===== config.mk =====
export PLATFORM = sky130hd
export DESIGN_NAME = clock_div_gen
export DESIGN_NICKNAME = d
export VERILOG_FILES = /design/src/rtl/clock_div_gen.sv
export SDC_FILE = /design/constraint.sdc
export NUM_CORES = 1
export LEC_CHECK = 0
export CORE_ASPECT_RATIO = 2
export CORE_MARGIN = 5
export CORE_UTILIZATION = 54
export DETAILED_ROUTE_END_ITERATION = 8
export GPL_TIMING_DRIVEN = 1
export HOLD_SLACK_MARGIN = 0.03
export MAX_ROUTING_LAYER = met4
export PLACE_DENSITY = 0.76
export SYNTH_ARGS = -nofsm -noshare
export SYNTH_HDL_FRONTEND = slang
export SYNTH_SLANG_ARGS = --single-unit
export TNS_END_PERCENT = 100

===== constraint.sdc =====
create_clock -name clk -period 4.1 [get_ports clk]
set_input_delay 0.82 -clock clk [delete_from_list [all_inputs] [get_ports clk]]
set_output_delay 0.82 -clock clk [all_outputs]
set_load 0.005 [all_outputs]

===== src/rtl/clock_div_gen.sv =====
// Programmable clock divider: independent LOW/HIGH phase lengths, glitch-free start/stop
// at period boundaries, and single-cycle rise/fall strobes for use as clock enables.
module clock_div_gen #(
    parameter int WIDTH        = 16,
    parameter int DEFAULT_LOW  = 5,
    parameter int DEFAULT_HIGH = 5
) (
    input  logic             clk,
    input  logic             rst,
    input  logic             enable,
    input  logic             load,
    input  logic [WIDTH-1:0] low_cnt,
    input  logic [WIDTH-1:0] high_cnt,
    output logic             clk_out,
    output logic             rise_tick,
    output logic             fall_tick,
    output logic             running,
    output logic             cfg_err
);

    localparam logic [1:0] IDLE = 2'd0;
    localparam logic [1:0] LOW  = 2'd1;
    localparam logic [1:0] HIGH = 2'd2;

    localparam logic [WIDTH-1:0] ONE    = {{(WIDTH-1){1'b0}}, 1'b1};
    localparam logic [WIDTH-1:0] ZERO   = {WIDTH{1'b0}};
    localparam logic [WIDTH-1:0] DEF_LO = WIDTH'(DEFAULT_LOW);
    localparam logic [WIDTH-1:0] DEF_HI = WIDTH'(DEFAULT_HIGH);

    logic [1:0]       state_r, state_s;
    logic [WIDTH-1:0] cnt_r, cnt_s;
    logic [WIDTH-1:0] lo_r, lo_s;
    logic [WIDTH-1:0] hi_r, hi_s;
    logic             clk_out_r, clk_out_s;
    logic             rise_tick_r, rise_tick_s;
    logic             fall_tick_r, fall_tick_s;
    logic             running_r, running_s;
    logic             cfg_err_r, cfg_err_s;
    logic             load_ok_s;

    assign load_ok_s = load && (state_r == IDLE) && (low_cnt != ZERO) && (high_cnt != ZERO);

    // Next-state logic: config capture and the IDLE/LOW/HIGH waveform sequencer.
    always_comb begin
        state_s     = state_r;
        cnt_s       = cnt_r;
        lo_s        = lo_r;
        hi_s        = hi_r;
        clk_out_s   = clk_out_r;
        rise_tick_s = 1'b0;
        fall_tick_s = 1'b0;
        running_s   = running_r;
        cfg_err_s   = 1'b0;

        if (load_ok_s) begin
            lo_s = low_cnt;
            hi_s = high_cnt;
        end else begin
            cfg_err_s = load;
        end

        case (state_r)
            IDLE: begin
                clk_out_s = 1'b0;
                // lo_s so a load accepted together with enable shapes the first period
                if (enable) begin
                    state_s   = LOW;
                    cnt_s     = lo_s - ONE;
                    running_s = 1'b1;
                end else begin
                    state_s   = IDLE;
                    running_s = 1'b0;
                end
            end
            LOW: begin
                if (cnt_r == ZERO) begin
                    state_s     = HIGH;
                    cnt_s       = hi_r - ONE;
                    clk_out_s   = 1'b1;
                    rise_tick_s = 1'b1;
                end else begin
                    cnt_s     = cnt_r - ONE;
                    clk_out_s = 1'b0;
                end
            end
            HIGH: begin
                // enable only matters here, so a stop never truncates a phase
                if (cnt_r == ZERO) begin
                    clk_out_s   = 1'b0;
                    fall_tick_s = 1'b1;
                    if (enable) begin
                        state_s = LOW;
                        cnt_s   = lo_r - ONE;
                    end else begin
                        state_s   = IDLE;
                        cnt_s     = ZERO;
                        running_s = 1'b0;
                    end
                end else begin
                    cnt_s     = cnt_r - ONE;
                    clk_out_s = 1'b1;
                end
            end
            default: begin
                state_s   = IDLE;
                cnt_s     = ZERO;
                clk_out_s = 1'b0;
                running_s = 1'b0;
            end
        endcase
    end

    // State and output registers with synchronous reset.
    always_ff @(posedge clk) begin
        if (rst) begin
            state_r     <= IDLE;
            cnt_r       <= ZERO;
            lo_r        <= DEF_LO;
            hi_r        <= DEF_HI;
            clk_out_r   <= 1'b0;
            rise_tick_r <= 1'b0;
            fall_tick_r <= 1'b0;
            running_r   <= 1'b0;
            cfg_err_r   <= 1'b0;
        end else begin
            state_r     <= state_s;
            cnt_r       <= cnt_s;
            lo_r        <= lo_s;
            hi_r        <= hi_s;
            clk_out_r   <= clk_out_s;
            rise_tick_r <= rise_tick_s;
            fall_tick_r <= fall_tick_s;
            running_r   <= running_s;
            cfg_err_r   <= cfg_err_s;
        end
    end

    assign clk_out   = clk_out_r;
    assign rise_tick = rise_tick_r;
    assign fall_tick = fall_tick_r;
    assign running   = running_r;
    assign cfg_err   = cfg_err_r;

endmodule


# Word-level counts from Yosys, hierarchy flattened
# Cells that the tools add are included.
# word_totals
regBits	55
in_bits	36
elab_cells	50
# classes
addsub	4
eq_ne	6
n_mux	17
bitwise	2
n_reduce_logical	12
# op_table
op	n
16-bit 2-to-1 mux	5
16-bit by 1-bit subtractor with 16-bit output, second input constant	4
16-bit one-hot mux with 3 select lines	1
16-bit nonzero test	2
16-bit logical NOT	1
2-bit inequality test, second input constant	4
1-bit 2-to-1 mux	6
2-bit one-hot mux with 3 select lines	1
2-bit OR reduction	3
2-bit 2-to-1 mux	2
1-bit logical AND	3
1-bit one-hot mux with 3 select lines	1
3-bit AND reduction	1
2-bit by 1-bit equality test with 1-bit output, second input constant	1
2-bit equality test, second input constant	1
2-bit logical NOT	1
1-bit inverter	2
1-bit one-hot mux with 2 select lines	1
2-bit AND reduction	1

# Logic depth before layout (Yosys ltp)
# Gate-level depths: netlist of the first run.
# depth
depth_word	8
depth_mapped	14

# Least setup slack after synthesis of the first run
# OpenSTA, ideal clock, no wires.
# synth_path
kind	input -> register
startpoint	input low_cnt[4]
endpoint	register cnt_r[8]
t_arrival_ns	3.376
required_ns	3.978
path_slack_ns	0.602
stages	13
cell_sequence	nor4_4 nand4_4 o2111a_1 clkbuf_1 clkbuf_1 a21oi_1 ha_1 clkbuf_1 nand3_1 xnor2_1 nand2_1 o21ai_1 a221o_1
# synth_via
elab_chain_len	7
# synth_rtl
element	line_no	rtl
from (decl)	12	input logic [WIDTH-1:0] low_cnt,
16-bit nonzero test	41	assign load_ok_s = load && (state_r == IDLE) && (low_cnt != ZERO) && (high_cnt != ZERO);
1-bit logical AND (2 in a row)	41	
16-bit 2-to-1 mux *	55	if (load_ok_s) begin
16-bit by 1-bit subtractor with 16-bit output *	68	cnt_s = lo_s - ONE;
16-bit 2-to-1 mux *	66	if (enable) begin
16-bit one-hot mux with 3 select lines *	62	case (state_r)
to (signal assigned)	127	cnt_r <= cnt_s;
to (decl)	31	logic [WIDTH-1:0] cnt_r, cnt_s;
# Every way passes the cells marked *; elsewhere a longest branch is shown, timed or not. The select of a mux whose other input is x is not followed.
# A chain may end at the register's enable or synchronous reset.

# Final worst setup path of the first run
# layout_path
startpoint	input low_cnt[9]
endpoint	register cnt_r[8]
# layout_via
elab_chain_len	7
# layout_rtl
element	line_no
16-bit nonzero test	41
1-bit logical AND (2 in a row)	41
16-bit 2-to-1 mux	55
16-bit by 1-bit subtractor with 16-bit output	68
16-bit 2-to-1 mux	66
16-bit one-hot mux with 3 select lines	62
# Every way passes these cells. The select of a mux whose other input is x is not followed.

==> insert_results.sql, run 1 <==
INSERT INTO impl_metrics (metric_group, metric, value, unit) VALUES
('yosys', 'synth_compound_area_share', '22.3', '%'),
('power_and_ir_drop', 'p_sw_share', '46.0', '%'),
('cts', 'ctsHtreeMaxLevel', '2', ''),
('cts', 'ctsLongestPathBuffers', '2', ''),
('cts', 'worst_skew_pair.late_latency', '0.30', 'ns'),
('floorplanning', 'die_w', '70.6', 'microns'),
('critical_path', 'crit_path_max_fanout', '6', ''),
('sta', 'rsz0062_at_grt', 'no', ''),
('detailed_routing', 'post_detailed_route_wirelength_per_cell', '18.6', 'microns'),
('floorplanning', 'floorplan.initialDensity', '55.0', '%'),
('yosys', 'async_reset_ff_share', '0', '%'),
('finish', 'area_growth', '16.1', '%'),
('sta', 'finalClockSkew', '0.00956', 'ns'),
('job', 'cap_violations', '0', ''),
('detailed_routing', 'drt_first_iter_violations', '341', ''),
('detailed_routing', 'route.final.wire_length', '12300', 'microns'),
('yosys', 'synthDominantAreaCellType', 'dfxtp_1', ''),
('cts', 'hold_buffers', '0', ''),
('yosys', 'yosys.area_share.xor_xnor', '10.4', '%'),
('cts', 'post-cts-setup-buffers', '0', ''),
('global_route', 'total_congestion_overflow', '0', ''),
('critical_path', 'critical_path_arrival', '3.75', 'ns'),
('sta', 'min_period', '3.57', 'ns'),
('outcome', 'outcome', 'finished clean', ''),
('global_route', 'grt_pass1_wl', '20000', 'microns'),
('finish', 'antenna_cells_inserted', '0', ''),
('global_route', 'vias_in_the_first_global_route', '4048', ''),
('placement', 'gp_congestion', '0.955', ''),
('placement', 'dp_cells', '653', ''),
('yosys', 'synth_top_flop_cell', 'dfxtp_1', ''),
('power_and_ir_drop', 'p_leak', '0.00165', 'uW'),
('power_and_ir_drop', 'worst_ir_drop_vdd', '0.376', 'mV'),
('power_and_ir_drop', 'power_density_over_the_cells', '619', 'mW/mm^2'),
('placement', 'detailed_place_hpwl', '9570', 'microns'),
('finish', 'final_nets', '609', ''),
('power_and_ir_drop', 'comb_power_share', '52.5', '%'),
('yosys', 'netlist_top_cells_area', 'dfxtp_1 28%, nand2_1 9.6%, xor2_1 7.3%', ''),
('cts', 'cts_sinks', '55', ''),
('floorplanning', 'dieArea', '0.00926', 'sq mm'),
('yosys', 'synth-seq-area-share', '27.8', '%'),
('cts', 'cts-root-buf', 'clkbuf_16', ''),
('finish', 'final_common_cell', 'nand2_1', ''),
('yosys', 'synthesis.yosys.warnings', '0', ''),
('global_route', 'grt_start_max_net_pins', '43', ''),
('global_route', 'initial_antenna_violation_count', '0', ''),
('critical_path', 'critPathRequiredTime', '4.28', 'ns'),
('yosys', 'syn_area_per_cell', '7.30', 'sq um'),
('yosys', 'synth.mux.area_fraction', '1.26', '%'),
('sta', 'report.final.setup_viol', '0', ''),
('floorplanning', 'core_region', '0.00721', 'sq mm'),
('cts', 'cts_repair_resize_count', '0', ''),
('yosys', 'synthSimpleGateAreaFrac', '32.4', '%'),
('placement', 'preCtsSetupSlack', '0.251', 'ns'),
('global_route', 'grt_use_total', '27.5', '%'),
('power_and_ir_drop', 'p_clk_share', '17.9', '%'),
('sta', 'timing.final.crit_share', '87.0', '%'),
('cts', 'tritoncts', 'yes', ''),
('critical_path', 'worstSetupEndpointType', 'register', ''),
('yosys', 'synth_cells', '543', ''),
('power_and_ir_drop', 'share_seq_of_total_power', '29.6', '%'),
('sta', 'tns', '0', 'ns'),
('yosys', 'synth.lib_cells_used.distinct', '60', ''),
('sta', 'final_critical_path_setup_slack', '0.533', 'ns'),
('yosys', 'synth_top_family_by_area', 'simple AND/OR/NAND/NOR gates', ''),
('yosys', 'synth.top_cell.area_share', '27.8', '%'),
('finish', 'non_filler_cells_final', '661', ''),
('floorplanning', 'placement_rows', '44', ''),
('critical_path', 'path_class', 'primary input to register', ''),
('detailed_routing', 'drc', '0', ''),
('floorplanning', 'die_height', '131', 'microns'),
('floorplanning', 'ios', '41', '');
-- through the flow --
step                      hold WS [ns]  instance area, sq um  total power (uW)  utilization, %
after CTS                        0.481                  4600              2830            63.8
after global placement           0.467                  4430              2290            61.4
final                            0.481                  4600              2850            63.8
after detailed placement         0.471                  4430              2320            61.4
after global routing             0.504                  4600              3060            63.8
after floorplan                  0.448                  3960              1900               -
-- final timing paths --
check	startpoint	to	depth (start not counted)
worst min-delay path	hi_r[15]	hi_r[15]	2
worst min register to register	hi_r[15]	hi_r[15]	2
worst max register to register	state_r[0]	cnt_r[8]	9
worst max-delay path	low_cnt[9]	cnt_r[8]	11
-- worst max-delay path, stage by stage --
cell and delay (ns):
clkdlybuf4s50_1 0.52, nor4_2 0.56, nand4_4 0.20, o2111a_1 0.33
a21oi_1 0.21, ha_1 0.23, nand2_1 0.10, nor3_1 0.18
xnor2_1 0.15, o21ai_1 0.09, a221o_1 0.34
-- registers in the layout, summed over array words and instances, names as in the netlist, 2 cells and up --
name and count:
cnt_r 16, state_r 2, hi_r 16, lo_r 16
-- cell usage after synthesis, drive strengths merged, types with 2 or more instances --
cell type  number
nand3b          4
nand4b          3
o31ai           2
xor2           33
nand4          11
a221o           2
o211ai         12
or2             3
a41oi           2
o22ai           3
a2111oi         2
a31oi           9
or4             5
nand3          18
nand2         102
xnor2          14
a211o           4
o21ai          23
mux2i           5
nor4           16
a211oi          4
o2bb2ai         3
a21oi          44
nor2b           3
nor3           27
a221oi          6
clkbuf         26
or3             2
a22oi           5
and3            2
nor3b           4
nor2           47
nand2b          5
dfxtp          55
inv            10
buf             7
ha              5
-- layer usage --
layer / up-vias / GRT usage, % / wire length [microns]
met1: 1914 / 29.4 / 4650
met5: - / - / 0
li1: 2013 / - / -
met2: 153 / 45.5 / 6250
met4: 0 / 19.4 / 888
met3: 57 / 4.13 / 517
-- kinds of logic (layout without fill, tap and decap cells) --
group / Yosys count / in the layout
adder cells (fa/ha/maj): 5 / 5
flip-flops: 55 / 55
AND/OR/NAND/NOR: 255 / 255
XOR/XNOR: 47 / 47
buffers and inverters: 43 / 69
AO/OA/AOI/OAI: 133 / 133
multiplexers: 5 / 5
-- final cells by class --
type | instances | area (sq um)
Timing Repair Buffer | 51 | 478
Tap cell | 92 | 115
Multi-Input combinational cell | 445 | 2690
Clock buffer | 6 | 139
Fill cell | 671 | 2610
Inverter | 10 | 37.5
Clock inverter | 2 | 38.8
Sequential cell | 55 | 1100
-- power groups by stage --
stage	clock network, uW	registers (uW)	logic (uW)
2_1_floorplan	0	786	1120
3_3_place_gp	0	841	1450
3_5_place_dp	0	850	1470
4_1_cts	515	837	1480
5_1_grt	534	861	1660
6_report	508	843	1500
Note: power is estimated with default switching activity, not from simulation.
==> run 2: changes to the inputs <==
--- a/config.mk
+++ b/config.mk
@@ -7,12 +7,11 @@
 export LEC_CHECK = 0
 export CORE_ASPECT_RATIO = 2
 export CORE_MARGIN = 5
-export CORE_UTILIZATION = 54
+export CORE_UTILIZATION = 34
 export DETAILED_ROUTE_END_ITERATION = 8
 export GPL_TIMING_DRIVEN = 1
 export HOLD_SLACK_MARGIN = 0.03
 export MAX_ROUTING_LAYER = met4
-export PLACE_DENSITY = 0.76
 export SYNTH_ARGS = -nofsm -noshare
 export SYNTH_HDL_FRONTEND = slang
 export SYNTH_SLANG_ARGS = --single-unit
==> run 2 against run 1 <==
Net effect:
- utilization is 23 points lower
- global-route usage is 7.5 points lower
- fmax is 1.2% higher
- highest routed layer unchanged
- largest power group unchanged
- sequential power is 2% lower
- clock skew is 0.0021 ns lower
- power is 0.55% lower
- non-clock buffer count is 5 higher
- setup slack better by 0.041 ns
- critical endpoint unchanged
- routed wire length is 11% higher
- final cell count is 8.3% higher
- sequential share of layout area is 0.35 points lower
- critical path depth is 1 higher
==> insert_results.sql, run 2 (synthesized netlist as in run 1, its figures left out) <==
INSERT INTO impl_metrics (metric_group, metric, value, unit) VALUES
('outcome', 'outcome', 'finished clean', ''),
('cts', 'post-cts-setup-buffers', '0', ''),
('detailed_routing', 'vias_per_cell', '5.76', ''),
('floorplanning', 'dieArea', '0.0140', 'sq mm'),
('power_and_ir_drop', 'share_seq_of_total_power', '29.2', '%'),
('power_and_ir_drop', 'p_leak', '0.00166', 'uW'),
('finish', 'antenna_cells_inserted', '0', ''),
('finish', 'filler_cell_count', '1204', ''),
('critical_path', 'reg2reg_from', 'state_r[0]', ''),
('detailed_routing', 'antenna_violating_nets_left', '0', ''),
('placement', 'detailed_place_hpwl', '10900', 'microns'),
('critical_path', 'rr_worst_depth', '11', ''),
('critical_path', 'critical_path_arrival', '3.72', 'ns'),
('cts', 'ctsLongestPathBuffers', '2', ''),
('hold_path', 'hold_path_class', 'register to register', ''),
('critical_path', 'cp_top_family', 'simple AND/OR/NAND/NOR gates', ''),
('detailed_routing', 'route.final.wire_length', '13600', 'microns'),
('finish', 'register_area', '0.00110', 'sq mm'),
('critical_path', 'worstPathCellList', 'clkdlybuf4s50_1 -> nor4_1 -> nand4_1 -> and3_1 -> a22oi_1 -> ha_1 -> buf_4 -> nand3_1 -> xnor2_1 -> nand2_1 -> o21ai_1 -> a221o_1', ''),
('global_route', 'total_congestion_overflow', '0', ''),
('sta', 'tns', '0', 'ns'),
('placement', 'gp_congestion', '0.980', ''),
('finish', 'area_growth', '17.8', '%'),
('finish', 'multi_input_logic_area', '0.00269', 'sq mm'),
('global_route', 'grt_pass1_wl', '21500', 'microns'),
('floorplanning', 'floorplan.initialDensity', '34.9', '%'),
('critical_path', 'worstSetupEndpointType', 'register', ''),
('cts', 'tritoncts', 'yes', ''),
('sta', 'rsz0062_at_grt', 'no', ''),
('power_and_ir_drop', 'comb_power_share', '55.2', '%'),
('cts', 'worst_skew_pair.late_latency', '0.30', 'ns'),
('sta', 'min_period', '3.53', 'ns'),
('critical_path', 'cp-start-kind', 'primary input', ''),
('finish', 'top_regs', 'cnt_r: 16 flops, hi_r: 16 flops, lo_r: 16 flops', ''),
('sta', 'timing.slew.headroom', '42.0', '%'),
('sta', 'fin_worst_hold_slack', '0.492', 'ns'),
('power_and_ir_drop', 'p_clk_share', '15.7', '%'),
('cts', 'worst_setup_hold_path_clk_slew', '0.07', 'ns'),
('detailed_routing', 'post_detailed_route_wirelength_per_cell', '19.1', 'microns'),
('detailed_routing', 'total_via_count_after_detailed_routing', '4121', ''),
('cts', 'hold_buffers', '0', ''),
('detailed_routing', 'drt_first_iter_violations', '323', ''),
('floorplanning', 'placement_rows', '55', ''),
('finish', 'most-common-layout-cells', '101 x nand2_1, 55 x dfxtp_1, 47 x nor2_1', ''),
('floorplanning', 'die_height', '163', 'microns'),
('sta', 'hold_viol_final', '0', ''),
('critical_path', 'path_class', 'primary input to register', ''),
('sta', 'drv_slew', '0', ''),
('power_and_ir_drop', 'p_sw_share', '48.0', '%'),
('critical_path', 'ff_to_ff_setup_slack', '1.47', 'ns'),
('detailed_routing', 'drc', '0', ''),
('critical_path', 'worst_path_largest_cell_delay', '0.48', 'ns'),
('finish', 'non_filler_cells_final', '716', ''),
('cts', 'cts_sinks', '55', ''),
('floorplanning', 'die_w', '86.4', 'microns'),
('sta', 'report.final.setup_viol', '0', ''),
('finish', 'final_core_util', '41.1', '%'),
('sta', 'worst-slew-pin-transition', '0.863', 'ns'),
('power_and_ir_drop', 'power.net_switching', '1360', 'uW'),
('sta', 'fmaxAchievable', '284', 'MHz'),
('cts', 'cts_repair_resize_count', '0', ''),
('detailed_routing', 'drt_pass1_iterations', '6', ''),
('finish', 'final_nets', '614', ''),
('finish', 'drive_above_1_share', '7.32', '%'),
('global_route', 'grt_use_total', '20.0', '%'),
('power_and_ir_drop', 'worst_ir_drop_vdd', '0.271', 'mV'),
('critical_path', 'r2r_end', 'cnt_r[8]', ''),
('power_and_ir_drop', 'power_density_over_the_cells', '606', 'mW/mm^2'),
('hold_path', 'min_delay_path_depth', '2', ''),
('cts', 'ctsHtreeMaxLevel', '2', ''),
('critical_path', 'slowest_stage', 'nor4_1', ''),
('power_and_ir_drop', 'internal-power', '1470', 'uW'),
('finish', 'final_common_cell', 'nand2_1', ''),
('critical_path', 'cp.buffers_inverters', '2', ''),
('sta', 'finalClockSkew', '0.00747', 'ns'),
('global_route', 'vias_in_the_first_global_route', '3998', ''),
('hold_path', 'hold_start', 'hi_r[9]', ''),
('placement', 'dp_cells', '708', ''),
('floorplanning', 'ios', '41', ''),
('sta', 'timing.final.crit_share', '86.0', '%'),
('critical_path', 'critPathRequiredTime', '4.30', 'ns'),
('floorplanning', 'core_region', '0.0114', 'sq mm'),
('global_route', 'grt_start_max_net_pins', '43', ''),
('cts', 'cts-root-buf', 'clkbuf_16', ''),
('critical_path', 'crit_path_max_fanout', '10', ''),
('hold_path', 'hold-path-endpoint', 'hi_r[9]', ''),
('global_route', 'initial_antenna_violation_count', '0', ''),
('job', 'cap_violations', '0', ''),
('placement', 'port_buffers', '40', ''),
('cts', 'cts_inserted_buffers', '5', '');
==> run 2: worst max-delay path by stage <==
stage                            from        to  cells after the start
after floorplan            low_cnt[4]  cnt_r[8]                     13
after global routing      high_cnt[0]  cnt_r[8]                     12
after CTS                 high_cnt[0]  cnt_r[8]                     12
final                     high_cnt[3]  cnt_r[8]                     12
after global placement    high_cnt[0]  cnt_r[8]                     12
after detailed placement  high_cnt[0]  cnt_r[8]                     12
==> run 2: area by class of cell <==
class | instances | share of cell area [%]
inverter | 10 | 0.804
tap | 142 | 3.80
clock inverter | 2 | 0.348
multi-input combinational | 445 | 57.7
timing repair buffer | 56 | 11.0
clock buffer | 6 | 2.76
sequential | 55 | 23.6
==> run 2: metal layers <==
layer | wire length [microns] | vias up | GRT usage, %
met4 | 900 | 0 | 13.7
met5 | 0 | - | -
met2 | 7350 | 129 | 35.5
met1 | 4900 | 1920 | 20.1
li1 | - | 2024 | -
met3 | 496 | 48 | 1.72
==> run 2: per-stage QoR <==
stage / power (uW) / setup slack (ns) / area, sq um
global route: 3030 / 0.373 / 4670
CTS: 2840 / 0.587 / 4670
floorplan: 1900 / 0.602 / 3960
detailed placement: 2380 / 0.274 / 4530
global placement: 2370 / 0.277 / 4530
finish: 2830 / 0.575 / 4670
==> run 2: tightest hold or removal path: stages (launching register included) <==
cell and delay, ns:
dfxtp_1 0.33, nand2_1 0.06, a21oi_1 0.05
==> run 2: power groups by stage <==
stage	logic, uW	registers (uW)	clock network, uW
4_1_cts	1550	824	460
2_1_floorplan	1120	786	0
6_report	1560	826	444
3_5_place_dp	1540	837	0
5_1_grt	1710	848	475
3_3_place_gp	1540	834	0
==> run 3: changes to the inputs <==
--- a/config.mk
+++ b/config.mk
@@ -12,6 +12,7 @@
 export GPL_TIMING_DRIVEN = 1
 export HOLD_SLACK_MARGIN = 0.03
 export MAX_ROUTING_LAYER = met4
+export SKIP_CTS_REPAIR_TIMING = 1
 export SYNTH_ARGS = -nofsm -noshare
 export SYNTH_HDL_FRONTEND = slang
 export SYNTH_SLANG_ARGS = --single-unit
==> results of run 3 <==
No change in the layout: final DEF, timing and power equal those of run 2.
